**src/rtl/stc_pkg.sv**
```systemverilog
// Shared constants, descriptor field offsets and FSM states for the sparse
// tile descriptor generator and the compute unit that consumes its output.
package stc_pkg;

  localparam int STC_M         = 16;  // rows per tile
  localparam int STC_N_PE      = 4;   // processing elements
  localparam int STC_DW_MEM    = 512; // descriptor width
  localparam int STC_DW_ROWIDX = 4;   // row index width
  localparam int STC_DW_ELEIDX = 8;   // element index width

  localparam int STC_LOG2_N_PE = $clog2(STC_N_PE);

  // Descriptor layout: row pointers, then row remap, then PE boundaries.
  localparam int STC_RP_OFF    = 0;
  localparam int STC_R2R_OFF   = (STC_M + 1) * STC_DW_ELEIDX;
  localparam int STC_BND_OFF   = STC_R2R_OFF + STC_M * STC_DW_ROWIDX;
  localparam int STC_DESC_USED = STC_BND_OFF + (STC_N_PE + 1) * STC_DW_ROWIDX;

  typedef enum logic [1:0] {
    ST_COLLECT   = 2'd0,
    ST_PARTITION = 2'd1,
    ST_SEND      = 2'd2
  } stc_state_e;

endpackage

```
**src/rtl/stc_wkld_part.sv**
```systemverilog
// Workload partitioner: scans one tile row per cycle and places N_PE-1
// interior boundaries so every PE gets a roughly equal nonzero share and
// at least one row.
module stc_wkld_part
  import stc_pkg::*;
#(
  parameter int M         = STC_M,
  parameter int N_PE      = STC_N_PE,
  parameter int DW_ROWIDX = STC_DW_ROWIDX,
  parameter int DW_ELEIDX = STC_DW_ELEIDX
) (
  input  logic                 clk,
  input  logic                 reset,
  input  logic                 run,
  input  logic [DW_ELEIDX-1:0] row_ptrs [0:M],
  input  logic [DW_ELEIDX-1:0] total,
  output logic [DW_ROWIDX-1:0] boundaries [0:N_PE],
  output logic                 done
);

  localparam int RW   = $clog2(M);
  localparam int JW   = $clog2(N_PE) + 1;
  localparam int PW   = DW_ELEIDX + JW;
  localparam int LG_N = $clog2(N_PE);

  logic [RW-1:0]        r_reg;
  logic [JW-1:0]        j_reg;
  logic [DW_ROWIDX-1:0] bnd_reg [1:N_PE-1];

  logic [PW-1:0] prod;
  logic [PW-1:0] target;
  logic [PW-1:0] ptr_ext;
  logic          j_open;
  logic          forced;
  logic          hit;

  // Target share for boundary j and the place/force decision at row r.
  always_comb begin
    prod    = PW'(total) * PW'(j_reg);
    target  = prod >> LG_N;
    ptr_ext = PW'(row_ptrs[r_reg]);
    j_open  = (int'(j_reg) < N_PE);
    // Force a boundary when the remaining rows exactly match remaining PEs.
    forced  = ((M - int'(r_reg)) == (N_PE - int'(j_reg)));
    hit     = j_open && ((ptr_ext >= target) || forced);
    done    = run && (r_reg == RW'(M - 1));
  end

  // Scan counters and boundary registers; counters rearm whenever idle.
  always_ff @(posedge clk or posedge reset) begin
    if (reset) begin
      r_reg <= RW'(1);
      j_reg <= JW'(1);
      for (int i = 1; i < N_PE; i++) bnd_reg[i] <= '0;
    end else if (run) begin
      if (hit) begin
        bnd_reg[j_reg] <= DW_ROWIDX'(r_reg);
        j_reg          <= j_reg + JW'(1);
      end
      if (done) begin
        r_reg <= RW'(1);
        j_reg <= JW'(1);
      end else begin
        r_reg <= r_reg + RW'(1);
      end
    end else begin
      r_reg <= RW'(1);
      j_reg <= JW'(1);
    end
  end

  // First boundary is always row 0 and the last wraps M to 0.
  always_comb begin
    boundaries[0]    = '0;
    boundaries[N_PE] = DW_ROWIDX'(M % M);
    for (int i = 1; i < N_PE; i++) boundaries[i] = bnd_reg[i];
  end

endmodule

```
**src/rtl/stc_desc_gen.sv**
```systemverilog
// Sparse tile descriptor generator: collects M row records, partitions the
// tile across N_PE compute elements and hands a packed descriptor to the
// compute unit with a one-cycle strobe.
module stc_desc_gen
  import stc_pkg::*;
#(
  parameter int M         = STC_M,
  parameter int N_PE      = STC_N_PE,
  parameter int DW_MEM    = STC_DW_MEM,
  parameter int DW_ROWIDX = STC_DW_ROWIDX,
  parameter int DW_ELEIDX = STC_DW_ELEIDX
) (
  input  logic                 clk,
  input  logic                 reset,
  input  logic                 in_valid,
  output logic                 in_ready,
  input  logic [DW_ELEIDX-1:0] in_nnz,
  input  logic [DW_ROWIDX-1:0] in_row_id,
  input  logic                 cu_idle,
  output logic                 write_en,
  output logic [DW_MEM-1:0]    cu_input,
  output logic                 ovf
);

  localparam int CW      = $clog2(M);
  localparam int R2R_OFF = (M + 1) * DW_ELEIDX;
  localparam int BND_OFF = R2R_OFF + M * DW_ROWIDX;

  stc_state_e state_reg, state_next;

  logic [CW-1:0]        row_cnt_reg;
  logic [DW_ELEIDX-1:0] row_ptrs_reg [0:M];
  logic [DW_ROWIDX-1:0] row2row_reg  [0:M-1];
  logic                 ovf_reg;
  logic                 write_en_reg;
  logic [DW_MEM-1:0]    cu_input_reg;

  logic                 collect_c;
  logic                 accept;
  logic                 last_row;
  logic                 send_fire;
  logic                 part_done;
  logic [DW_ELEIDX:0]   sum9;
  logic [DW_MEM-1:0]    desc_next;
  logic [DW_ROWIDX-1:0] boundaries [0:N_PE];

  assign accept   = in_valid && collect_c;
  assign last_row = (row_cnt_reg == CW'(M - 1));
  // The extra bit of the running sum is the overflow carry.
  assign sum9     = {1'b0, row_ptrs_reg[row_cnt_reg]} + {1'b0, in_nnz};

  stc_wkld_part #(
    .M         (M),
    .N_PE      (N_PE),
    .DW_ROWIDX (DW_ROWIDX),
    .DW_ELEIDX (DW_ELEIDX)
  ) u_part (
    .clk        (clk),
    .reset      (reset),
    .run        (state_reg == ST_PARTITION),
    .row_ptrs   (row_ptrs_reg),
    .total      (row_ptrs_reg[M]),
    .boundaries (boundaries),
    .done       (part_done)
  );

  // FSM state register.
  always_ff @(posedge clk or posedge reset) begin
    if (reset) state_reg <= ST_COLLECT;
    else       state_reg <= state_next;
  end

  // Next-state logic and handshake decode.
  always_comb begin
    state_next = state_reg;
    collect_c  = 1'b0;
    send_fire  = 1'b0;
    case (state_reg)
      ST_COLLECT: begin
        collect_c = 1'b1;
        if (in_valid && last_row) state_next = ST_PARTITION;
      end
      ST_PARTITION: begin
        if (part_done) state_next = ST_SEND;
      end
      ST_SEND: begin
        if (cu_idle) begin
          send_fire  = 1'b1;
          state_next = ST_COLLECT;
        end
      end
      default: state_next = ST_COLLECT;
    endcase
  end

  // Row capture: prefix-sum pointers, row remap and sticky overflow.
  always_ff @(posedge clk or posedge reset) begin
    if (reset) begin
      row_cnt_reg <= '0;
      ovf_reg     <= 1'b0;
      for (int i = 0; i <= M; i++) row_ptrs_reg[i] <= '0;
      for (int i = 0; i < M; i++)  row2row_reg[i]  <= '0;
    end else if (accept) begin
      for (int i = 0; i < M; i++) begin
        if (row_cnt_reg == CW'(i)) begin
          row_ptrs_reg[i+1] <= sum9[DW_ELEIDX-1:0];
          row2row_reg[i]    <= in_row_id;
        end
      end
      row_cnt_reg <= last_row ? '0 : row_cnt_reg + CW'(1);
      // Row 0 of a new tile starts a fresh overflow window.
      ovf_reg     <= ((row_cnt_reg == '0) ? 1'b0 : ovf_reg) | sum9[DW_ELEIDX];
    end
  end

  // Pack the descriptor fields; unused upper bits stay zero.
  always_comb begin
    desc_next = '0;
    for (int i = 0; i <= M; i++)
      desc_next[i*DW_ELEIDX +: DW_ELEIDX] = row_ptrs_reg[i];
    for (int i = 0; i < M; i++)
      desc_next[R2R_OFF + i*DW_ROWIDX +: DW_ROWIDX] = row2row_reg[i];
    for (int j = 0; j <= N_PE; j++)
      desc_next[BND_OFF + j*DW_ROWIDX +: DW_ROWIDX] = boundaries[j];
  end

  // Descriptor output register and strobe; the descriptor only moves with the strobe.
  always_ff @(posedge clk or posedge reset) begin
    if (reset) begin
      write_en_reg <= 1'b0;
      cu_input_reg <= '0;
    end else begin
      write_en_reg <= send_fire;
      if (send_fire) cu_input_reg <= desc_next;
    end
  end

  assign in_ready = collect_c && !reset;
  assign write_en = write_en_reg;
  assign cu_input = cu_input_reg;
  assign ovf      = ovf_reg;

endmodule
```
**config.mk**
```make
export PLATFORM = sky130hd
export DESIGN_NAME = stc_desc_gen
export DESIGN_NICKNAME = d
export VERILOG_FILES = /design/src/rtl/stc_pkg.sv /design/src/rtl/stc_wkld_part.sv /design/src/rtl/stc_desc_gen.sv
export SDC_FILE = /design/constraint.sdc
export NUM_CORES = 1
export LEC_CHECK = 0
export ABC_AREA = 1
export CORE_MARGIN = 2
export CORE_UTILIZATION = 40
export DETAILED_ROUTE_END_ITERATION = 8
export GPL_TIMING_DRIVEN = 0
export HOLD_SLACK_MARGIN = 0.15
export PLACE_DENSITY = 0.67
export SLEW_MARGIN = 20
export SYNTH_ARGS = -nofsm -noshare
export SYNTH_HDL_FRONTEND = slang
export SYNTH_SLANG_ARGS = --single-unit
export TNS_END_PERCENT = 5
```
**constraint.sdc**
```tcl
create_clock -name clk -period 18.07 [get_ports clk]
set_input_delay 3.614 -clock clk [delete_from_list [all_inputs] [get_ports clk]]
set_output_delay 3.614 -clock clk [all_outputs]
set_load 0.02 [all_outputs]
```
After elaboration in Yosys (flattened, before gate mapping)

Cells that the tools add are included.

Input port bits: 16
Flip-flop bits (word level): 431
Memories kept: 0
Latch bits: 0
Memory bits (writable): 0
Word-level logic and storage cells: 133
Output and inout bits: 515
ROM bits: 0

Reductions and logical operators: 28
Divide/modulo/power cells: 0
Muxes and demuxes: 23
Bitwise logic cells: 4
Multiply operators: 1
$add $sub $neg: 6
$lt $le $gt $ge: 6
Shift-type cells: 0
Equal/unequal tests: 23

Operators with widths:

| cell                                                              | number |
|---|---|
| binary-select mux 8 bit (select 5 bit)                            | 2 |
| == test 4 bit, second input constant                              | 9 |
| AND reduction 2 bit                                               | 17 |
| == test 32 bit                                                    | 1 |
| 2-to-1 mux 8 bit                                                  | 4 |
| == test 4 x 3 -> 1 bit, second input constant                     | 4 |
| 2-to-1 mux 4 bit                                                  | 4 |
| bitwise mux 12 bit                                                | 1 |
| greater-or-equal comparator 5 x 6 -> 1 bit, second input constant | 2 |
| multiplier 8 x 3 -> 11 bit                                        | 1 |
| NOT 4 -> 5 bit                                                    | 2 |
| adder 8 x 8 -> 9 bit                                              | 1 |
| greater-or-equal comparator 8 x 9 -> 1 bit                        | 1 |
| 2-to-1 mux 3 bit                                                  | 3 |
| adder 4 x 1 -> 4 bit, second input constant                       | 2 |
| demux 4 bit (select 2 bit)                                        | 1 |
| == test 4 x 2 -> 1 bit, second input constant                     | 2 |
| logical AND 1 bit                                                 | 6 |
| 2-to-1 mux 2 bit                                                  | 3 |
| != test 2 bit, second input constant                              | 3 |
| case mux 2 bit (3 select lines)                                   | 1 |
| subtractor 5 x 4 -> 6 bit, first input constant                   | 1 |
| == test 4 x 1 -> 1 bit, second input constant                     | 1 |
| greater-or-equal comparator 4 x 3 -> 1 bit, second input constant | 1 |
| other kinds (15)                                                  | 18 |

Depth between registers and ports, before layout

Depth after elaboration: 10
Mapped depth: 23
Gate-level depth less buffers: 22

By module

A second synthesis with hierarchy kept.

Cell total of the unflattened synthesis: 2741
Area, all modules: 22421.5 um2

By module, submodules not included:

| module        | cells each | instances | area an instance (um2) | seq. area each (um2) |
|---|---|---|---|---|
| stc_desc_gen  | 2275       | 1         | 19439.9                | 10309.9 |
| stc_wkld_part | 466        | 1         | 2981.6                 | 478.0 |

Worst setup path after synthesis

OpenSTA, ideal clock, no wires.

Path type: input to output
Start: input port reset
End: output port in_ready
Arrival: 4.069 ns
Path buffers: 0
Setup slack: 10.387 ns
Stages: 1
Required time: 14.456 ns
Cell sequence: nor3_1

Longest elaborated chain between the ends: 2

Ends and longest elaborated chain:

| what                             | line                | source |
|---|---|---|
| start: declaration               | stc_desc_gen.sv:14  | `input logic reset,` |
| zero test 1 bit (no source line) | -                   |  |
| logical AND 1 bit                | stc_desc_gen.sv:138 | `assign in_ready = collect_c && !reset;` |
| end: declaration                 | stc_desc_gen.sv:16  | `output logic in_ready,` |

Every way passes these cells.

Final worst setup path

Same ends and word-level chain as after synthesis.

==> impl_metrics.ini <==
[run_status]
status = completed

[yosys]
synth_area_um2 = 21400
synth_async_sr_flop_share = 1.00
synth_simple_gate_area_frac = 0.163
ys_ff_latch = 423
synth-compound-area-share = 0.141
avgSynthCellArea_um2 = 8.39
synth_top_family_by_area = buffers and inverters
yosysWarnings = 8
synth-xor-area-share = 0.00648
ys_seq_area_frac = 0.494
synth-main-ff-cell = dfrtp_1
synth.area.mux_share = 0
syn_inst = 2553
synth_fa_ha_area_frac = 0.0291
synth_edf_count = 0
synth_cell_types = 44

[grt]
grt_usage = 0.249
grt_first_pass_wirelength_um = 106000
met1_usage = 0.338
grt_pass1_vias = 16900
grt_max_degree = 108
grt_antenna_before_repair = 0
use_met2 = 0.395
grt-ovfl-total = 0
grt-busiest-layer = met2
gr-usage-met3 = 0.0563

[cts]
postCtsSetupRepairBufs = 0
insertion_delay_ps = 610
cts_sinks = 423
cts_resized = 0
root_buffer = clkbuf_16
htreeDepth = 2
numCtsBuffers = 46
clkTransAtPathRegs_ps = 60
tritoncts = built
postCtsHoldBufs = 0
cts_buffer_depth = 3

[drt]
ant_nets = 0
drt_wl_total_um = 70200
via_count = 18200
remaining_drc_errors = 0
drt_iter0_markers = 1746
drt-vias-per-instance = 4.71
wl_per_cell_um = 18.2
dr.pass1.iters = 6

[timing]
drv_slew = 0
slew_headroom = 0.292
setup_viol = 0
clock.fmax_mhz = 117
fin_skew_ps = 33.0
worstMarginPinSlew_ps = 1050
fin_crit_ps = 8570
period_share = 0.474
hold_viol_final = 0
rsz0062_at_grt = false

[die]
ios = 531
die_area_um2 = 55400
rows = 84
fp.coreArea_um2 = 52800
die_x_um = 235
fp.dieH_um = 235
initial_core_util = 0.406

[worst_hold_path]
hold_path.class = reg -> reg
hp-start = cu_input[35]$_DFFE_PP0P_

[placed_design]
gp_congestion = 1.01
placed_cell_area_um2 = 25800
hpwl_um = 52900
io_buffers = 222
dp_cells = 3774

[setup_path]
slowest_delay_ps = 640
timing_worst_setup_path_type = in -> out
reg2reg_from = row_cnt_reg[0]$_DFFE_PP0P_
crit_family = buffers and inverters
cp-end-kind = output pin
cp.arrival_ps = 4960
crit_required_ps = 14460
startpoint = reset
crit_top_cell = clkdlybuf4s50_1
crit_slowest_cell = clkdlybuf4s50_1
crit_buf_inv = 2
crit_path_start_kind = primary input
crit_fanout = 2
crit_chain = clkdlybuf4s50_1 -> nor3_1 -> clkdlybuf4s50_1

[final_layout]
layout_commonest_cell = nand2_1
largest_reg_flops = 204
final_area_um2 = 27400
drive_above_1_share = 0.155
stdcell_count = 3859
final_cell_mix = nand2_1, dfrtp_1, o21ai_0
syn_to_final_growth_pct = 28.0
final_nets = 3195
final_util = 0.519
diodes = 0

[power]
power_density_nw_per_um2 = 195
peakVddDrop_mv = 0.105
p_leak_nw = 14.0

[flow_run]
maxCapViolCount = 0
## routing by layer
metal	wire length, um	vias up
met4	2330	0
met5	0	-
li1	-	8744
met2	32400	847
met3	6040	136
met1	29500	8436
## synthesized netlist by cell type, types with 3 or more instances
library cell	instances	area share
a21oi_1	110	0.026
a31oi_1	4	0.0012
buf_1	6	0.0011
buf_2	29	0.0068
buf_4	309	0.11
buf_6	7	0.0037
clkbuf_1	78	0.014
dfrtp_1	421	0.49
fa_1	8	0.0075
ha_1	37	0.022
inv_1	158	0.028
inv_2	28	0.0049
nand2_1	729	0.13
nand2_2	5	0.0015
nand3_1	21	0.0049
nand3b_1	3	0.0011
nand4_1	22	0.0064
nor2_1	55	0.0096
nor2_2	5	0.0015
nor2_4	14	0.0074
nor3_1	6	0.0014
o21ai_0	407	0.095
o21ai_1	48	0.011
o22ai_1	4	0.0012
xnor2_1	6	0.0025
xor2_1	8	0.0033
## cells by family (layout without fill, tap and decap cells)
| logic type | Yosys count | in the layout |
|---|---|---|
| compound gates | 588 | 588 |
| xor+xnor | 15 | 15 |
| fa+ha+maj | 45 | 45 |
| buf+inv | 618 | 929 |
| flops | 423 | 423 |
| other cells | 1 | 308 |
| simple gates | 863 | 863 |
## per-stage QoR
step	TNS, ps	worst slack, ps	hold WS [ps]	power [mW]
after floorplan	0	2680	449	3.13
after global placement	-1092370	-2650	454	4.27
after detailed placement	0	9490	457	4.29
after CTS	0	9480	472	5.32
after global routing	0	9400	488	5.67
final	0	9500	467	5.35
## where the power goes
part | switching, mW | total, mW | internal [mW]
logic | 1.78 | 2.67 | 0.890
clock network | 0.411 | 1.01 | 0.600
registers | 0.309 | 1.67 | 1.36
total | 2.50 | 5.35 | 2.85
## layout make-up
cell class | count | area [um^2]
fill | 5067 | 25400
sequential | 423 | 10600
multi-input combinational | 1819 | 8410
buffer | 431 | 2870
timing repair buffer | 226 | 2330
clock buffer | 63 | 1320
tap | 688 | 861
inverter | 187 | 712
clock inverter | 22 | 319
## path summary, 6_finish.rpt
kind / endpoint / slack (ps) / cells past startpoint
min in group asynchronous: cu_input[135]$_DFFE_PP0P_ / 3400 / 2
setup / recovery: in_ready / 9500 / 3
hold reg to reg: cu_input[35]$_DFFE_PP0P_ / 470 / 2
max in group asynchronous: desc_next[39]$_DFFE_PP0P_ / 13370 / 4
hold / removal: cu_input[35]$_DFFE_PP0P_ / 470 / 2
setup reg to reg: desc_next[76]$_DFFE_PP0P_ / 13510 / 14
## worst reg2reg max path, stage by stage (launching register included)
cell and delay, ps:
dfrtp_1 420, buf_2 230, inv_2 170, clkbuf_1 620, o21ai_0 220, a21oi_1 250
a2111o_1 140, ha_1 160, inv_1 50, fa_1 390, nand3b_1 180, nand2_1 110
xor2_1 830, clkbuf_1 500, o21ai_0 170
Power figures use the tool's default switching activity.
